`src/rtl/llapi_nes_pad.sv`:
```
// llapi_nes_pad
// Maps an LLAPI controller (type ID + 32-bit button vector) onto a standard
// NES pad. The mapped buttons feed an 8-bit joypad shift register that is
// driven by the core's strobe level and read pulses. A data-request pulse
// (LLAPI_SYNC) is raised on every strobe falling edge. This lets the LLAPI
// receiver poll in step with the game's pad sampling.
//
// Optional feature macro: LLAPI_NES_TURBO_EN
//   defined   - turbo counter/phase present. On SNES/PSX types, btn[2]
//               ORs into A and btn[0] ORs into B while the phase is high.
//   undefined - no turbo logic. btn[2]/btn[0] are ignored and TURBO_DIV
//               is unused.
//
// Ports
//   CLK_50M        in   system clock, rising edge
//   RESET_N        in   asynchronous active-low reset
//   LLAPI_EN       in   device-present flag from the receiver
//   LLAPI_TYPE     in   [7:0] controller type ID
//   LLAPI_BUTTONS  in   [31:0] button vector, 1 = pressed
//   JOY_STROBE     in   core latch level ($4016 bit0)
//   JOY_READ       in   one-cycle pulse per core read of this port
//   JOY_DATA       out  serial button bit, 1 = pressed
//   JOY_EN         out  registered copy of LLAPI_EN
//   LLAPI_SYNC     out  data-request pulse, SYNC_LEN cycles per request
//   BUTTONS_NES    out  [7:0] {Right,Left,Down,Up,Start,Select,B,A}

module llapi_nes_pad #(
    parameter int TURBO_DIV = 833333,
    parameter int SYNC_LEN  = 64
) (
    input  logic        CLK_50M,
    input  logic        RESET_N,
    input  logic        LLAPI_EN,
    input  logic [7:0]  LLAPI_TYPE,
    input  logic [31:0] LLAPI_BUTTONS,
    input  logic        JOY_STROBE,
    input  logic        JOY_READ,
    output logic        JOY_DATA,
    output logic        JOY_EN,
    output logic        LLAPI_SYNC,
    output logic [7:0]  BUTTONS_NES
);

    localparam int SYNC_W = $clog2(SYNC_LEN + 1);

    if (TURBO_DIV < 1 || SYNC_LEN < 1) begin : g_param_check
        $error("llapi_nes_pad: TURBO_DIV and SYNC_LEN must be at least 1");
    end

    logic              snes_psx;
    logic              genesis;
    logic              turbo_act;
    logic [7:0]        mapped;
    logic [7:0]        sr;
    logic              strobe_q;
    logic              strobe_fall;
    logic [SYNC_W-1:0] sync_cnt;

    // Bits of the LLAPI vector that have no NES equivalent.
    logic unused_bits;
    assign unused_bits = ^{LLAPI_BUTTONS[31:28], LLAPI_BUTTONS[23:14],
                           LLAPI_BUTTONS[8:6], LLAPI_BUTTONS[2], LLAPI_BUTTONS[0]};

    assign snes_psx = (LLAPI_TYPE == 8'd27) || (LLAPI_TYPE == 8'd65) ||
                      (LLAPI_TYPE == 8'd11) || (LLAPI_TYPE == 8'd12);
    assign genesis  = (LLAPI_TYPE == 8'd21) || (LLAPI_TYPE == 8'd22);

`ifdef LLAPI_NES_TURBO_EN
    localparam int TURBO_W = (TURBO_DIV > 1) ? $clog2(TURBO_DIV) : 1;

    logic [TURBO_W-1:0] turbo_cnt;
    logic               turbo_phase;

    // Free-running regardless of LLAPI_EN, so the turbo cadence does not
    // restart when a pad is hot-plugged.
    always_ff @(posedge CLK_50M or negedge RESET_N) begin
        if (!RESET_N) begin
            turbo_cnt   <= '0;
            turbo_phase <= 1'b0;
        end else if (turbo_cnt == TURBO_W'(TURBO_DIV - 1)) begin
            turbo_cnt   <= '0;
            turbo_phase <= ~turbo_phase;
        end else begin
            turbo_cnt   <= turbo_cnt + TURBO_W'(1);
        end
    end

    assign turbo_act = snes_psx & turbo_phase;
`else
    assign turbo_act = 1'b0;
`endif

    always_comb begin
        mapped    = '0;
        mapped[7] = LLAPI_BUTTONS[24] | LLAPI_BUTTONS[13];   // Right
        mapped[6] = LLAPI_BUTTONS[25] | LLAPI_BUTTONS[12];   // Left
        mapped[5] = LLAPI_BUTTONS[26] | LLAPI_BUTTONS[11];   // Down
        mapped[4] = LLAPI_BUTTONS[27] | LLAPI_BUTTONS[10];   // Up
        mapped[3] = LLAPI_BUTTONS[5];                        // Start
        mapped[2] = LLAPI_BUTTONS[4];                        // Select
        mapped[1] = LLAPI_BUTTONS[1] | (turbo_act & LLAPI_BUTTONS[0]);
        // Genesis pads put their primary face button on btn[9].
        mapped[0] = (genesis ? LLAPI_BUTTONS[9] : LLAPI_BUTTONS[3]) |
                    (turbo_act & LLAPI_BUTTONS[2]);
    end

    always_ff @(posedge CLK_50M or negedge RESET_N) begin
        if (!RESET_N) begin
            BUTTONS_NES <= '0;
            JOY_EN      <= 1'b0;
        end else begin
            BUTTONS_NES <= LLAPI_EN ? mapped : 8'h00;
            JOY_EN      <= LLAPI_EN;
        end
    end

    // Serial joypad: ones shift in from the top, so a pad read past its
    // eighth bit returns 1 like an official controller.
    always_ff @(posedge CLK_50M or negedge RESET_N) begin
        if (!RESET_N) begin
            sr <= 8'h00;
        end else if (JOY_STROBE) begin
            sr <= BUTTONS_NES;
        end else if (JOY_READ) begin
            sr <= {1'b1, sr[7:1]};
        end
    end

    assign JOY_DATA = sr[0];

    assign strobe_fall = strobe_q & ~JOY_STROBE;

    // A falling edge during an active pulse reloads the counter, so the
    // request stretches without dropping low in between.
    always_ff @(posedge CLK_50M or negedge RESET_N) begin
        if (!RESET_N) begin
            strobe_q <= 1'b0;
            sync_cnt <= '0;
        end else begin
            strobe_q <= JOY_STROBE;
            if (strobe_fall) begin
                sync_cnt <= SYNC_W'(SYNC_LEN);
            end else if (sync_cnt != '0) begin
                sync_cnt <= sync_cnt - SYNC_W'(1);
            end
        end
    end

    assign LLAPI_SYNC = (sync_cnt != '0);

endmodule

```
`config.mk`:
```
export PLATFORM = sky130hd
export DESIGN_NAME = llapi_nes_pad
export DESIGN_NICKNAME = d
export VERILOG_FILES = /design/src/rtl/llapi_nes_pad.sv
export SDC_FILE = /design/constraint.sdc
export NUM_CORES = 1
export LEC_CHECK = 0
export ABC_AREA = 1
export CORE_MARGIN = 2
export CORE_UTILIZATION = 35
export CTS_CLUSTER_SIZE = 12
export DETAILED_ROUTE_END_ITERATION = 10
export PLACE_DENSITY = 0.71
export SLEW_MARGIN = 20
export SYNTH_ARGS = -nofsm -noshare
export SYNTH_HDL_FRONTEND = slang
export SYNTH_SLANG_ARGS = --single-unit
```
`constraint.sdc`:
```
create_clock -name CLK_50M -period 2.4 [get_ports CLK_50M]
set_input_delay 0.48 -clock CLK_50M [delete_from_list [all_inputs] [get_ports CLK_50M]]
set_output_delay 0.48 -clock CLK_50M [all_outputs]
set_load 0.03 [all_outputs]
```
==> results of run 1 <==
where the power goes:
part,switching [mW],internal [mW],leakage (nW)
sequential,0.0612,0.494,0.304
combinational,0.211,0.170,0.428
clock,0.130,0.0638,0.0139
logic make-up after synthesis:
logic type	synth area share
and+or+nand+nor	0.282
DFF	0.545
buffers and inverters	0.0762
AOI/OAI and AO/OA	0.0784
xor gates and xnor gates	0.00763
adders and majority gates	0.0109
layer usage:
metal | track usage | up-vias | wire length, um
met1 | 0.137 | 460 | 913
met3 | 0.0504 | 5 | 202
met4 | 0.0807 | 0 | 42
met2 | 0.261 | 31 | 1150
li1 | - | 495 | -
met5 | 0 | - | 0
registers in the layout, summed over array words and instances, names as in the netlist:
signal	cells
JOY_EN	1
strobe_q	1
BUTTONS_NES	8
sync_cnt	7
sr	8
worst reg2reg max path: cells and delay by family (launching register included):
family                     cells  cell delay, ns
and+or+nand+nor                4            0.33
AOI/OAI and AO/OA              1            0.18
DFF                            1            0.41
buffers and inverters          2            0.22
adders and majority gates      1            0.27
path summary, 6_finish.rpt:
check | start | to | slack [ns] | depth (start not counted)
max | sync_cnt[0] | LLAPI_SYNC | 0.13 | 6
min | RESET_N | sr[4] | 0.49 | 2
max reg2reg | sync_cnt[0] | sync_cnt[0] | 0.96 | 8
min reg2reg | sync_cnt[0] | sync_cnt[0] | 0.50 | 2
max in group asynchronous | RESET_N | sr[3] | 1.67 | 2
min in group CLK_50M | sync_cnt[0] | sync_cnt[0] | 0.50 | 2
area by class of cell:
class	instances	area [um^2]
Clock buffer	3	22.5
Clock inverter	1	7.51
Fill cell	311	1490
Inverter	19	71.3
Multi-Input combinational cell	85	438
Sequential cell	25	626
Tap cell	44	55.1
Timing Repair Buffer	37	367
per-stage QoR:
step,util,total power [mW]
after floorplan,-,0.817
after global placement,0.505,0.925
after detailed placement,0.505,0.948
after CTS,0.515,1.14
after global routing,0.515,1.21
final,0.515,1.13
synthesized netlist by cell type:
master    instances
nand3_1          10
buf_6             1
inv_2             2
inv_1            17
nand3_4           1
nand2_1          26
a21oi_4           1
clkbuf_2          1
nand4_1           3
ha_1              1
o22a_1            1
nor2_1           22
dfrtp_1          25
a21oi_1           6
nand3b_1          3
xor2_1            1
nand2_4           1
o22ai_1           3
nor2_2            2
o21ai_0           2
a31oi_1           1
nor2_4            1
layout by cell type, fill, tap and decap left out, types with 2 or more instances in the layout:
cell	n
nand3_1	10
nor2_2	2
nand2_1	26
a21oi_1	6
clkbuf_4	3
o21ai_0	2
inv_1	17
inv_2	2
nor2_1	22
dfrtp_1	25
nand3b_1	3
nand4_1	3
clkdlybuf4s50_1	35
o22ai_1	3
repair_timing:
item | 4_1_cts | 5_1_grt
resized for setup | 1 | 1
pin swaps | 0 | 0
hold buffers | 0 | 0
setup buffers | 0 | 0
setup endpoints to repair | 1 | 1
==> flow_metrics.env, run 1 <==
export IMPL_die_height_um=61.3
export IMPL_initial_utilization=0.373
export IMPL_peakVddDrop_uv=254
export IMPL_vias=991
export IMPL_critPathArrivalTime_ns=1.79
export IMPL_wire_per_inst_um=10.8
export IMPL_std_cell_rows=20
export IMPL_clock_root_buffer="clkbuf_4"
export IMPL_synth_top_area_share=0.545
export IMPL_required_ns=1.92
export IMPL_hold_viol_final=0
export IMPL_die_area_mm2=0.00376
export IMPL_hold_path_class="in2async"
export IMPL_maxCapViolCount=0
export IMPL_h_tree_depth=1
export IMPL_yosysTopAreaCell="dfrtp_1"
export IMPL_drive_above_1_share=0.0824
export IMPL_cts_tree="yes"
export IMPL_final_setup_tns_ns=0
export IMPL_clkSinkCount=25
export IMPL_crit_chain="inv_1 -> ha_2 -> inv_2 -> nor2_4 -> nand3_4 -> dlygate4sd2_1"
export IMPL_crit_path_max_fanout=6
export IMPL_grt_pass1_vias=1045
export IMPL_dp_cells=210
export IMPL_die_w_um=61.3
export IMPL_drv_slew=0
export IMPL_antenna_found_initial=0
export IMPL_hpwl_um=1820
export IMPL_cts_reportedPaths_clkPinSlew_ns=0.14
export IMPL_maxSlewHeadroom=0.782
export IMPL_cts_buffer_depth=2
export IMPL_synth_seq_cells=25
export IMPL_antenna_cells=0
export IMPL_core_mm2=0.00308
export IMPL_finalCritPeriodShare=0.948
export IMPL_first_pass_iters=3
export IMPL_clock_latency_ns=0.33
export IMPL_status="finished, final reports clean"
export IMPL_area_growth_pct=38.1
export IMPL_critPathBufInv=3
export IMPL_routed_wl_um=2310
export IMPL_pre_cts_slack_ns=0.207
export IMPL_synth_area_leaders="dfrtp_1 54%, nand2_1 8.5%, nor2_1 7.2%"
export IMPL_grt_overflow=0
export IMPL_syn_cell_area_mm2=0.00115
export IMPL_initialDrtViolationCount=24
export IMPL_whs_ns=0.488
export IMPL_grt_pass1_wl_um=3940
export IMPL_fmax_mhz=440
export IMPL_avgSynthCellArea_um2=8.77
export IMPL_rsz0062_at_grt="no"
export IMPL_powerDensity_mw_per_mm2=712
export IMPL_fin_area_mm2=0.00159
export IMPL_crit_slowest_cell="dfrtp_1"
export IMPL_critPathCaptureType="output port"
export IMPL_worstMarginPinSlew_ns=0.326
export IMPL_io_pins=56
export IMPL_instances_no_fill=214
export IMPL_numCtsBuffers=3
export IMPL_final_nets=217
export IMPL_vias_per_cell=4.63
export IMPL_io_buffer_count=36
export IMPL_setup_viol=0
export IMPL_gp_congestion=0.782
export IMPL_synth_distinct_cells=22
export IMPL_start_kind="register"
export IMPL_fin_skew_ns=0.0122
export IMPL_ant_nets=0
export IMPL_p_leak_nw=0.747
export IMPL_cp_top_family="buffers and inverters"
export IMPL_syn_inst=131
export IMPL_grt_usage=0.143
export IMPL_route_detailed_drc=0
export IMPL_grt_max_degree=26
export IMPL_slowest_delay_ns=0.41
export IMPL_yosysSeqAreaShare=0.545
export IMPL_placed_cell_area_mm2=0.00156
export IMPL_fin_crit_ns=2.27
export IMPL_crit_type="reg2out"
export IMPL_ys_warn_count=0
export IMPL_synth_nets=177
export IMPL_layout_setup_ws_ns=0.125
Power figures use the tool's default switching activity.
==> run 2, diff against run 1 <==
Settings changed: GPL_TIMING_DRIVEN set to 0.
==> flow_metrics.env, run 2 (synthesis results as in run 1) <==
export IMPL_ant_nets=0
export IMPL_critPathArrivalTime_ns=1.75
export IMPL_initialDrtViolationCount=46
export IMPL_die_height_um=61.3
export IMPL_clock_latency_ns=0.31
export IMPL_instances_no_fill=214
export IMPL_wire_per_inst_um=10.1
export IMPL_grt_pass1_vias=1021
export IMPL_initial_utilization=0.373
export IMPL_std_cell_rows=20
export IMPL_fmax_mhz=449
export IMPL_rsz0062_at_grt="no"
export IMPL_fin_crit_ns=2.23
export IMPL_crit_type="reg2out"
export IMPL_maxCapViolCount=0
export IMPL_hold_path_class="in2async"
export IMPL_worstMarginPinSlew_ns=0.522
export IMPL_powerDensity_mw_per_mm2=704
export IMPL_vias_per_cell=4.57
export IMPL_final_nets=217
export IMPL_hold_viol_final=0
export IMPL_maxSlewHeadroom=0.652
export IMPL_peakVddDrop_uv=284
export IMPL_dp_cells=210
export IMPL_fin_area_mm2=0.00158
export IMPL_io_buffer_count=35
export IMPL_clkSinkCount=25
export IMPL_crit_path_max_fanout=6
export IMPL_die_w_um=61.3
export IMPL_core_mm2=0.00308
export IMPL_finalCritPeriodShare=0.929
export IMPL_cts_reportedPaths_clkPinSlew_ns=0.13
export IMPL_grt_overflow=0
export IMPL_cts_buffer_depth=2
export IMPL_p_leak_nw=0.749
export IMPL_grt_usage=0.144
export IMPL_die_area_mm2=0.00376
export IMPL_gp_congestion=0.775
export IMPL_start_kind="register"
export IMPL_drv_slew=0
export IMPL_utilization=0.512
export IMPL_antenna_cells=0
export IMPL_vias=979
export IMPL_io_pins=56
export IMPL_cts_hold_buf=0
export IMPL_clock_root_buffer="clkbuf_4"
export IMPL_numCtsBuffers=3
export IMPL_h_tree_depth=1
export IMPL_grt_max_degree=26
export IMPL_fin_skew_ns=0.00231
export IMPL_drive_above_1_share=0.0882
export IMPL_critPathCaptureType="output port"
export IMPL_required_ns=1.92
export IMPL_largest_registers="BUTTONS_NES: 8 flops, sr: 8 flops, sync_cnt: 7 flops"
export IMPL_pre_cts_slack_ns=0.235
export IMPL_first_pass_iters=4
export IMPL_route_detailed_drc=0
export IMPL_layout_setup_ws_ns=0.171
export IMPL_grt_pass1_wl_um=3930
export IMPL_layout_commonest_cell="clkdlybuf4s50_1"
export IMPL_final_setup_tns_ns=0
export IMPL_most_common_layout_cells="33 x clkdlybuf4s50_1, 26 x nand2_1, 25 x dfrtp_1"
export IMPL_placed_cell_area_mm2=0.00155
export IMPL_routed_wl_um=2160
export IMPL_area_growth_pct=37.3
export IMPL_setup_viol=0
export IMPL_cts_tree="yes"
export IMPL_antenna_found_initial=0
export IMPL_status="finished, final reports clean"
export IMPL_hpwl_um=1720
## run 2: final cells by class
cell class | instances | area (um^2)
fill | 299 | 1500
sequential | 25 | 626
multi-input combinational | 85 | 438
timing repair buffer | 35 | 344
inverter | 19 | 71.3
tap | 44 | 55.1
clock buffer | 4 | 26.3
buffer | 2 | 16.3
## run 2: critical path, stage by stage, from the launching register on
cell	delay, ns
dfrtp_1	0.40
inv_1	0.15
ha_2	0.26
inv_2	0.06
nor2_4	0.09
nand3_4	0.10
dlygate4sd2_1	0.38
## run 2: what timing repair did
item / CTS / global route
endpoints found under the setup margin: 1 / 1
setup buffers: 0 / 0
gates resized for setup: 1 / 1
## run 2: where the power goes
part	total (mW)	switching [mW]	internal [mW]
Combinational	0.373	0.204	0.169
Sequential	0.555	0.0607	0.494
Clock	0.182	0.117	0.0649
## run 2: routing by layer
| layer | wire, um | global-route usage | share of wire |
|---|---|---|---|
| met3 | 259 | 0.0819 | 0.12 |
| met1 | 851 | 0.146 | 0.39 |
| met2 | 1030 | 0.243 | 0.48 |
| met5 | 0 | 0 | 0 |
| met4 | 17 | 0.0590 | 0.0079 |
## run 2: final timing paths
| kind | cells after the start | from | to | slack, ns |
|---|---|---|---|---|
| setup / recovery | 6 | sync_cnt[0] | LLAPI_SYNC | 0.17 |
| setup reg to reg | 7 | sync_cnt[0] | sync_cnt[4] | 0.97 |
| min in group CLK_50M | 2 | JOY_READ | sr[1] | 0.48 |
| hold reg to reg | 2 | sync_cnt[0] | sync_cnt[0] | 0.49 |
| max in group asynchronous | 1 | RESET_N | sr[5] | 1.93 |
| hold / removal | 1 | RESET_N | sync_cnt[2] | 0.12 |
## run 2: metrics by stage
| stage | total power, mW | hold slack (ns) |
|---|---|---|
| after global placement | 0.926 | 0.460 |
| after CTS | 1.12 | 0.462 |
| after detailed placement | 0.940 | 0.464 |
| final | 1.11 | 0.124 |
| after floorplan | 0.817 | 0.184 |
| after global routing | 1.20 | 0.137 |
==> run 3, diff against run 2 <==
Settings changed: CTS_BUF_LIST set to sky130_fd_sc_hd__clkbuf_16.
==> flow_metrics.env, run 3 (synthesis results as in run 1) <==
export IMPL_clock_latency_ns=0.25
export IMPL_powerDensity_mw_per_mm2=787
export IMPL_drive_above_1_share=0.0824
export IMPL_crit_type="reg2out"
export IMPL_ant_nets=0
export IMPL_grt_overflow=0
export IMPL_grt_pass1_wl_um=4010
export IMPL_core_mm2=0.00308
export IMPL_fin_skew_ns=0.00301
export IMPL_required_ns=1.92
export IMPL_critPathArrivalTime_ns=1.71
export IMPL_start_kind="register"
export IMPL_peakVddDrop_uv=379
export IMPL_cts_tree="yes"
export IMPL_h_tree_depth=1
export IMPL_critPathLaunch="sync_cnt[0]"
export IMPL_first_pass_iters=4
export IMPL_gp_congestion=0.775
export IMPL_maxCapViolCount=0
export IMPL_vias=982
export IMPL_cts_reportedPaths_clkPinSlew_ns=0.06
export IMPL_post_cts_buffers=0
export IMPL_critPathCaptureType="output port"
export IMPL_std_cell_rows=20
export IMPL_setup_viol=0
export IMPL_finalCritPeriodShare=0.914
export IMPL_grt_usage=0.149
export IMPL_hold_viol_final=0
export IMPL_antenna_cells=0
export IMPL_clkSinkCount=25
export IMPL_ctsResizeCount=1
export IMPL_crit_path_max_fanout=6
export IMPL_initialDrtViolationCount=35
export IMPL_hpwl_um=1720
export IMPL_p_leak_nw=0.778
export IMPL_io_pins=56
export IMPL_rsz0062_at_grt="no"
export IMPL_fin_crit_ns=2.19
export IMPL_reg2reg_slack_ns=0.94
export IMPL_clock_root_buffer="clkbuf_16"
export IMPL_final_nets=217
export IMPL_num_fill_cells=294
export IMPL_whs_ns=0.195
export IMPL_initial_utilization=0.373
export IMPL_p_total_mw=1.28
export IMPL_drv_slew=0
export IMPL_wire_per_inst_um=10.3
export IMPL_grt_pass1_vias=1041
export IMPL_fmax_mhz=456
export IMPL_routed_wl_um=2200
export IMPL_grt_max_degree=26
export IMPL_final_setup_tns_ns=0
export IMPL_die_w_um=61.3
export IMPL_die_height_um=61.3
export IMPL_antenna_found_initial=0
export IMPL_layout_commonest_cell="clkdlybuf4s50_1"
export IMPL_cts_hold_buf=0
export IMPL_cts_buffer_depth=2
export IMPL_timing_rr_start="sync_cnt[0]"
export IMPL_largest_registers="BUTTONS_NES: 8 flops, sr: 8 flops, sync_cnt: 7 flops"
export IMPL_status="finished, final reports clean"
export IMPL_most_common_layout_cells="33 x clkdlybuf4s50_1, 26 x nand2_1, 25 x dfrtp_1"
export IMPL_area_growth_pct=41.6
export IMPL_io_buffer_count=35
export IMPL_route_detailed_drc=0
export IMPL_worstMarginPinSlew_ns=0.520
export IMPL_vias_per_cell=4.59
export IMPL_numCtsBuffers=3
export IMPL_hold_path_class="in2async"
export IMPL_maxSlewHeadroom=0.653
export IMPL_die_area_mm2=0.00376
-- run 3: cell types whose count changed in the layout (fill, tap and decap cells not counted), sizes merged --
| cell | previous run | this run |
|---|---|---|
| clkbuf | 5 | 4 |
| inv | 19 | 20 |
-- run 3: layer usage --
| layer | vias up | share of wire | track usage |
|---|---|---|---|
| met5 | - | 0 | 0 |
| met4 | 0 | 0.015 | 0.0683 |
| met3 | 5 | 0.12 | 0.0819 |
| met2 | 33 | 0.48 | 0.255 |
| met1 | 443 | 0.38 | 0.146 |
| li1 | 501 | - | - |
-- run 3: cell type report --
type | count | area [um^2] | share of cell area
Sequential cell | 25 | 626 | 0.385
Multi-Input combinational cell | 85 | 435 | 0.268
Timing Repair Buffer | 35 | 344 | 0.212
Clock buffer | 3 | 75.1 | 0.0462
Inverter | 19 | 71.3 | 0.0438
Tap cell | 44 | 55.1 | 0.0338
Buffer | 2 | 16.3 | 0.0100
Clock inverter | 1 | 3.75 | 0.00231
-- run 3: path summary, 6_finish.rpt --
path | endpoint | depth (start not counted)
max reg2reg | sync_cnt[4] | 7
min | sync_cnt[2] | 1
min in group CLK_50M | sync_cnt[0] | 2
min reg2reg | sync_cnt[0] | 2
max | LLAPI_SYNC | 6
max in group asynchronous | sr[5] | 1
-- run 3: worst max-delay path: stages (launching register included) --
cell,delay (ns)
dfrtp_1,0.37
inv_1,0.15
ha_1,0.29
inv_2,0.07
nor2_4,0.10
nand3_4,0.10
dlygate4sd2_1,0.38
-- run 3: power breakdown --
group	total [mW]	internal [mW]	switching, mW
sequential	0.556	0.496	0.0602
combinational	0.371	0.166	0.204
clock	0.354	0.222	0.132
total	1.28	0.884	0.396
-- run 3: metrics by stage --
step,util,instances,setup WS [ns],cell area (um^2)
final,0.528,214,0.206,1630
after global routing,0.528,214,0.0871,1630
after CTS,0.530,214,0.189,1630
after detailed placement,0.505,210,0.235,1550
after global placement,0.505,210,0.253,1550
after floorplan,-,131,0.891,1150
